==> config.mk <==
export PLATFORM = sky130hd
export DESIGN_NAME = sysbus_xfer
export DESIGN_NICKNAME = d
export VERILOG_FILES = /design/src/rtl/sysbus_xfer.sv
export SDC_FILE = /design/constraint.sdc
export NUM_CORES = 1
export LEC_CHECK = 0
export BUFFER_PORTS_ARGS = -buffer_cell sky130_fd_sc_hd__buf_2
export CAP_MARGIN = 15
export CORE_AREA = 8 8 101 103
export CTS_BUF_LIST = sky130_fd_sc_hd__clkbuf_8
export DETAILED_ROUTE_END_ITERATION = 8
export DIE_AREA = 0 0 109 111
export GPL_TIMING_DRIVEN = 1
export PLACE_DENSITY = 0.88
export SYNTH_ARGS = -nofsm -noshare
export SYNTH_HDL_FRONTEND = slang
export SYNTH_SLANG_ARGS = --single-unit
==> constraint.sdc <==
create_clock -name clk_sys -period 2.15 [get_ports clk_sys]
set_input_delay 0.5375 -clock clk_sys [delete_from_list [all_inputs] [get_ports clk_sys]]
set_output_delay 0.5375 -clock clk_sys [all_outputs]
set_load 0.05 [all_outputs]
==> src/rtl/sysbus_xfer.sv <==
// sysbus_xfer: MERA-400 system bus transfer stage.
// Arbitrates, drives one bus transaction and returns the answer to the CPU.
module sysbus_xfer #(
   parameter int SETUP_TICKS = 2,
   parameter int ALARM_TICKS = 200,
   parameter int SYNC_STAGES = 2
) (
   input  logic        clk_sys,
   input  logic        clo_n,
   input  logic        zg,
   input  logic        dr,
   input  logic        dw,
   input  logic        df,
   input  logic        ds,
   input  logic        din,
   input  logic        dmcl,
   input  logic [0:15] dad,
   input  logic [0:15] ddt,
   input  logic [0:3]  nb,
   output logic        zw,
   output logic        rok,
   output logic        ren,
   output logic        rpe,
   output logic        talarm,
   output logic [0:15] rdt,
   output logic        bus_rq,
   input  logic        bus_gnt,
   output logic        bus_r,
   output logic        bus_w,
   output logic        bus_f,
   output logic        bus_s,
   output logic        bus_in,
   output logic        bus_cl,
   output logic [0:15] bus_ad,
   output logic [0:15] bus_dt,
   output logic [0:3]  bus_nb,
   input  logic        bus_ok,
   input  logic        bus_en,
   input  logic        bus_pe,
   input  logic [0:15] bus_dt_in
);

   typedef enum logic [2:0] {
      S_IDLE,
      S_ARB,
      S_SETUP,
      S_WAIT,
      S_HOLD
   } state_t;

   localparam logic [11:0] SETUP_LAST = 12'(SETUP_TICKS - 1);
   localparam logic [11:0] ALARM_LAST = 12'(ALARM_TICKS - 1);

   // answer bits and read data share one synchroniser word: {ok,en,pe,dt}
   logic [SYNC_STAGES-1:0][18:0] sync_q, sync_d;
   logic [18:0] sync_last;
   logic        s_ok, s_en, s_pe, s_any;
   logic [0:15] s_dt;

   state_t      state_q, state_d;
   logic [11:0] cnt_q, cnt_d;
   logic        rdcmd_q, rdcmd_d;
   logic        mcl_q, mcl_d;
   logic [5:0]  bcmd_q, bcmd_d;
   logic [0:15] ad_q, ad_d;
   logic [0:15] dt_q, dt_d;
   logic [0:3]  nb_q, nb_d;
   logic        zw_q, zw_d;
   logic        rq_q, rq_d;
   logic        rok_q, rok_d;
   logic        ren_q, ren_d;
   logic        rpe_q, rpe_d;
   logic        alarm_q, alarm_d;
   logic [0:15] rdt_q, rdt_d;
   logic [5:0]  cmd_in;

   assign sync_last = sync_q[SYNC_STAGES-1];
   assign s_ok      = sync_last[18];
   assign s_en      = sync_last[17];
   assign s_pe      = sync_last[16];
   assign s_dt      = sync_last[15:0];
   assign s_any     = s_ok | s_en | s_pe;
   assign cmd_in    = {dr, dw, df, ds, din, dmcl};

   always_comb begin
      sync_d = {sync_q[SYNC_STAGES-2:0],
                {bus_ok, bus_en, bus_pe, bus_dt_in}};
   end

   always_comb begin
      state_d = state_q;
      cnt_d   = cnt_q;
      rdcmd_d = rdcmd_q;
      mcl_d   = mcl_q;
      bcmd_d  = bcmd_q;
      ad_d    = ad_q;
      dt_d    = dt_q;
      nb_d    = nb_q;
      zw_d    = zw_q;
      rq_d    = rq_q;
      rok_d   = rok_q;
      ren_d   = ren_q;
      rpe_d   = rpe_q;
      alarm_d = alarm_q;
      rdt_d   = rdt_q;
      case (state_q)
         S_IDLE: begin
            if (zg) begin
               state_d = S_ARB;
               rq_d    = 1'b1;
            end
         end
         S_ARB: begin
            if (bus_gnt) begin
               state_d = S_SETUP;
               zw_d    = 1'b1;
               cnt_d   = '0;
            end else if (!zg) begin
               state_d = S_IDLE;
               rq_d    = 1'b0;
            end
         end
         S_SETUP: begin
            if (cnt_q == SETUP_LAST) begin
               rdcmd_d = dr | df;
               mcl_d   = dmcl;
               ad_d    = dad;
               dt_d    = ddt;
               nb_d    = nb;
               cnt_d   = '0;
               bcmd_d  = cmd_in;
               state_d = (cmd_in == 6'd0) ? S_HOLD : S_WAIT;
            end else begin
               cnt_d = cnt_q + 12'd1;
            end
         end
         S_WAIT: begin
            if (mcl_q) begin
               rok_d   = 1'b1;
               bcmd_d  = '0;
               state_d = S_HOLD;
            end else if (s_any) begin
               rok_d   = s_ok;
               ren_d   = s_en;
               rpe_d   = s_pe;
               bcmd_d  = '0;
               state_d = S_HOLD;
               if (rdcmd_q) rdt_d = s_dt;
            end else if (cnt_q == ALARM_LAST) begin
               alarm_d = 1'b1;
               bcmd_d  = '0;
               state_d = S_HOLD;
            end else begin
               cnt_d = cnt_q + 12'd1;
            end
         end
         S_HOLD: begin
            if (!zg && !s_any) begin
               state_d = S_IDLE;
               zw_d    = 1'b0;
               rq_d    = 1'b0;
               rok_d   = 1'b0;
               ren_d   = 1'b0;
               rpe_d   = 1'b0;
               alarm_d = 1'b0;
            end
         end
         default: state_d = S_IDLE;
      endcase
   end

   always_ff @(posedge clk_sys or negedge clo_n) begin
      if (!clo_n) begin
         sync_q  <= '0;
         state_q <= S_IDLE;
         cnt_q   <= '0;
         rdcmd_q <= 1'b0;
         mcl_q   <= 1'b0;
         bcmd_q  <= '0;
         ad_q    <= '0;
         dt_q    <= '0;
         nb_q    <= '0;
         zw_q    <= 1'b0;
         rq_q    <= 1'b0;
         rok_q   <= 1'b0;
         ren_q   <= 1'b0;
         rpe_q   <= 1'b0;
         alarm_q <= 1'b0;
         rdt_q   <= '0;
      end else begin
         sync_q  <= sync_d;
         state_q <= state_d;
         cnt_q   <= cnt_d;
         rdcmd_q <= rdcmd_d;
         mcl_q   <= mcl_d;
         bcmd_q  <= bcmd_d;
         ad_q    <= ad_d;
         dt_q    <= dt_d;
         nb_q    <= nb_d;
         zw_q    <= zw_d;
         rq_q    <= rq_d;
         rok_q   <= rok_d;
         ren_q   <= ren_d;
         rpe_q   <= rpe_d;
         alarm_q <= alarm_d;
         rdt_q   <= rdt_d;
      end
   end

   assign zw     = zw_q;
   assign bus_rq = rq_q;
   assign rok    = rok_q;
   assign ren    = ren_q;
   assign rpe    = rpe_q;
   assign talarm = alarm_q;
   assign rdt    = rdt_q;
   assign bus_ad = ad_q;
   assign bus_dt = dt_q;
   assign bus_nb = nb_q;
   assign {bus_r, bus_w, bus_f, bus_s, bus_in, bus_cl} = bcmd_q;

endmodule

==> results.txt <==
----------------------------------------------------
[Synth]
  Synthesized instance count ... 394
  Share of flip-flops with an asynchronous set or reset ... 100%
  Parity-gate share of the synthesized area counting xor and xnor cells ... 0%
  Flip-flop cell with the highest count after synthesis ... sky130_fd_sc_hd__dfrtp_1
  Net count after synthesis ... 461
  Portion of netlist area occupied by mux cells ... 4.51%
  Warning count from the yosys run ... 0
  Sequential cell area fraction in the yosys report ... 66.7%
  Synthesized-area fraction occupied by ao, oa, aoi and oai cells ... 6.84%
  Post-synth design cell area ... 4460 um2
  Share of synthesized cell area in and, or, nand and nor gates ... 19.4%
  Library cell with the largest summed area after synthesis ... sky130_fd_sc_hd__dfrtp_1
  Post-synth EDFFs ... 0
  Mean Syn Cell Area ... 11.3 um2
  Top cells by count, synth ... sky130_fd_sc_hd__nand2_1, sky130_fd_sc_hd__dfrtp_1, sky130_fd_sc_hd__mux2_2
  Seq cells post-synth ... 119
  Library cells used by synthesis ... 43
  Post-Synth Adder-Cell Area ... 0.561%
  Combinational family with the most area after synthesis ... simple AND/OR/NAND/NOR gates
  Yosys top cell area share ... 66.7%
  Most frequently used cell type in the post-synthesis netlist ... sky130_fd_sc_hd__nand2_1
  Ranking of synthesized cells by area ... sky130_fd_sc_hd__dfrtp_1, sky130_fd_sc_hd__nand2_1, sky130_fd_sc_hd__mux2_2

[GRT]
  Total track usage ... 18.1%
  Maximum number of pins on one net before global-route repair ... 63
  Total congestion overflow after global routing ... 0
  Via count of the first global-routing pass ... 3,588
  Wire length of the first global-routing pass ... 17,200 um
  Number of antenna violations at the first check in global routing ... 1

[Route]
  Number of DRC violations after detailed routing ... 0
  Iter 0 DRT Violations ... 138
  Avg Vias per Cell ... 5.08
  Antenna-violating nets left ... 0
  Post-detailed-route wirelength per cell ... 15.7 um
  Number of iterations in the first detailed-routing pass ... 5
  Vias after detailed routing ... 3,387
  Final routed wirelength across all metal layers ... 10,500 um

[Placement]
  Hpwl dp ... 7580 um
  Port Buffer Count ... 128
  Last weighted congestion value of the routability-driven placer ... 0.836

[Critical path]
  Data required time at the worst endpoint ... 2.50 ns
  Largest stage delay on the critical path ... 0.54 ns
  R2R depth ... 6
  FF-to-FF End ... cnt_q[5]$_DFFE_PN0P_
  Slowest stage cell, crit path ... sky130_fd_sc_hd__or4_4
  Worst Path Max Fanout ... 21
  R2r startpoint ... sync_last[17]$_DFF_PN0_
  R2R setup slack ... 0.14 ns
  WS Path Type ... flop to flop
  Worst-path cell chain ... or4_4 -> a211oi_2 -> nand2_1 -> buf_12 -> or4b_1 -> nand3_1
  Top Family by Delay on Critical Path ... simple AND/OR/NAND/NOR gates
  Nature of the critical path endpoint ... flop
  Startpoint type of the worst setup path ... flop
  Data arrival, critical path ... 2.37 ns
  Total buffers and inverters traversed by the critical path ... 1

[Die]
  Std cell rows ... 34
  Area of the die ... 12,100 um2
  DIE WIDTH ... 109 um
  Starting utilization of the core area ... 52.2%
  Number of primary I/O pins ... 129
  Die Height ... 111 um
  Total core area ... 8550 um2

[CTS]
  TritonCTS Sinks ... 119
  Post-CTS setup repair buffer count ... 0
  Clock tree buffer depth ... 2
  CTS Hold Buffers Added ... 0
  Post-cts resize count ... 0
  CTS H-tree lvls ... 4
  CTS root buf ... sky130_fd_sc_hd__clkbuf_8
  Clock Latency Late Sink ... 0.42 ns
  Inserted Clock Buffers ... 17
  Clock tree from TritonCTS ... built
  Clock-pin slew reported for the worst setup and hold paths after clock tree synthesis ... 0.08 ns

[STA]
  Tightest slew margin relative to the limit ... 61.4%
  Total negative slack ... 0 ns
  Shortest clock period the worst path allows after layout ... 2.01 ns
  Transition time of the tightest slew-check pin ... 0.575 ns
  Worst clock skew on the final layout ... 0.0131 ns
  Number of endpoints with negative hold slack in the final report ... 0
  Final setup violation count ... 0
  Ratio of final minimum period to clock period ... 93.6%
  Maximum achievable frequency ... 0.497 GHz
  Number of max-slew violations in the final report ... 0
  Unrepaired setup endpoints after global routing ... no
  Fin Hold WS ... 0.0215 ns

[Run]
  Number of max-cap violations ... 0

[Finish]
  Fraction of final layout cells with drive strength greater than 1 ... 36.1%
  Nets ... 613
  Diode count ... 0
  Layout overhead on the synthesized area ... 29.2%

[Power]
  Pwr Density ... 1670 nW/um2
  Leakage component of the power ... 2.97 nW
  Post-layout total power ... 9.63 mW
  IR drop worst, VDD ... 0.00122 V

[Worst hold path]
  Hold crit path type ... input port to async pin

[Outcome]
  Outcome ... completed

----------------------------------------------------
-- per-stage QoR --
stage / instance area (um2) / utilization, % / setup slack [ns] / instances
global route: 5770 / 67.4 / 0.0281 / 667
detailed placement: 5380 / 62.9 / 0.111 / 635
CTS: 5770 / 67.4 / 0.0956 / 667
global placement: 5380 / 62.9 / 0.135 / 635
finish: 5770 / 67.4 / 0.138 / 667
floorplan: 4460 / - / 0.190 / 394
-- kinds of logic (layout without fill, tap and decap cells) --
family          Yosys count  after routing
simple gates            189            189
mux                      18             18
flops                   119            119
buf+inv                  20            185
compound gates           46             46
fa+ha+maj                 2              2
-- cell type report --
| type | instances | area [um2] |
|---|---|---|
| multi-input cells | 255 | 1400 |
| inverters | 6 | 22.5 |
| flip-flops and latches | 119 | 2980 |
| clock buffers | 17 | 234 |
| clock inverters | 15 | 158 |
| well taps | 108 | 135 |
| repair buffers | 147 | 836 |
| fillers | 648 | 2780 |
-- worst max path at each step --
stage                                       start                   end  cells past startpoint
after global routing      sync_last[17]$_DFF_PN0_  cnt_q[5]$_DFFE_PN0P_                      6
after floorplan            state_q[0]$_DFFE_PN0P_   rdt[10]$_DFFE_PN0P_                      5
after global placement    sync_last[17]$_DFF_PN0_  cnt_q[5]$_DFFE_PN0P_                      6
after detailed placement  sync_last[17]$_DFF_PN0_  cnt_q[5]$_DFFE_PN0P_                      6
final                     sync_last[17]$_DFF_PN0_  cnt_q[5]$_DFFE_PN0P_                      6
after CTS                 sync_last[17]$_DFF_PN0_  cnt_q[5]$_DFFE_PN0P_                      6
-- layer usage --
layer  wire length (um)  track usage, %
met3                778            7.09
met4                150            6.30
met1               4310            21.0
met2               5250            29.5
met5                 15               0
-- worst register-to-register path: cells and delay by family (launching register included) --
family	cells	cell delay [ns]
buffers and inverters	1	0.16
flip-flops	1	0.39
AND/OR/NAND/NOR	4	1.22
AO/OA/AOI/OAI	1	0.18
-- sequential cells by signal, indices dropped and copies added (netlist names) --
signal,count
sync_d,19
sync_last,19
bus_ad,16
bus_dt,16
rdt,16
cnt_q,12
bcmd_q,6
bus_nb,4
state_q,3
bus_rq,1
mcl_q,1
rdcmd_q,1
ren,1
rok,1
rpe,1
talarm,1
zw,1
-- power by group --
group	total, mW	internal, mW	switching [mW]
Sequential	3.33	2.91	0.411
Combinational	4.33	1.15	3.18
Clock	1.98	0.965	1.02
Total	9.63	5.03	4.61
-- cells in the final DEF, fill, tap and decap left out, types with 4 or more instances in the layout --
master	n
sky130_fd_sc_hd__clkinvlp_4	4
sky130_fd_sc_hd__nor2_1	14
sky130_fd_sc_hd__or3_1	4
sky130_fd_sc_hd__a21oi_1	10
sky130_fd_sc_hd__inv_8	4
sky130_fd_sc_hd__nand3_1	10
sky130_fd_sc_hd__o211ai_1	6
sky130_fd_sc_hd__inv_1	6
sky130_fd_sc_hd__clkbuf_8	17
sky130_fd_sc_hd__mux2_2	17
sky130_fd_sc_hd__buf_12	4
sky130_fd_sc_hd__or4_1	4
sky130_fd_sc_hd__inv_6	6
sky130_fd_sc_hd__o21ai_0	10
sky130_fd_sc_hd__nand2_1	127
sky130_fd_sc_hd__a22o_1	8
sky130_fd_sc_hd__buf_2	127
sky130_fd_sc_hd__buf_4	16
sky130_fd_sc_hd__dfrtp_1	119
Note: power is estimated with default switching activity, not from simulation.
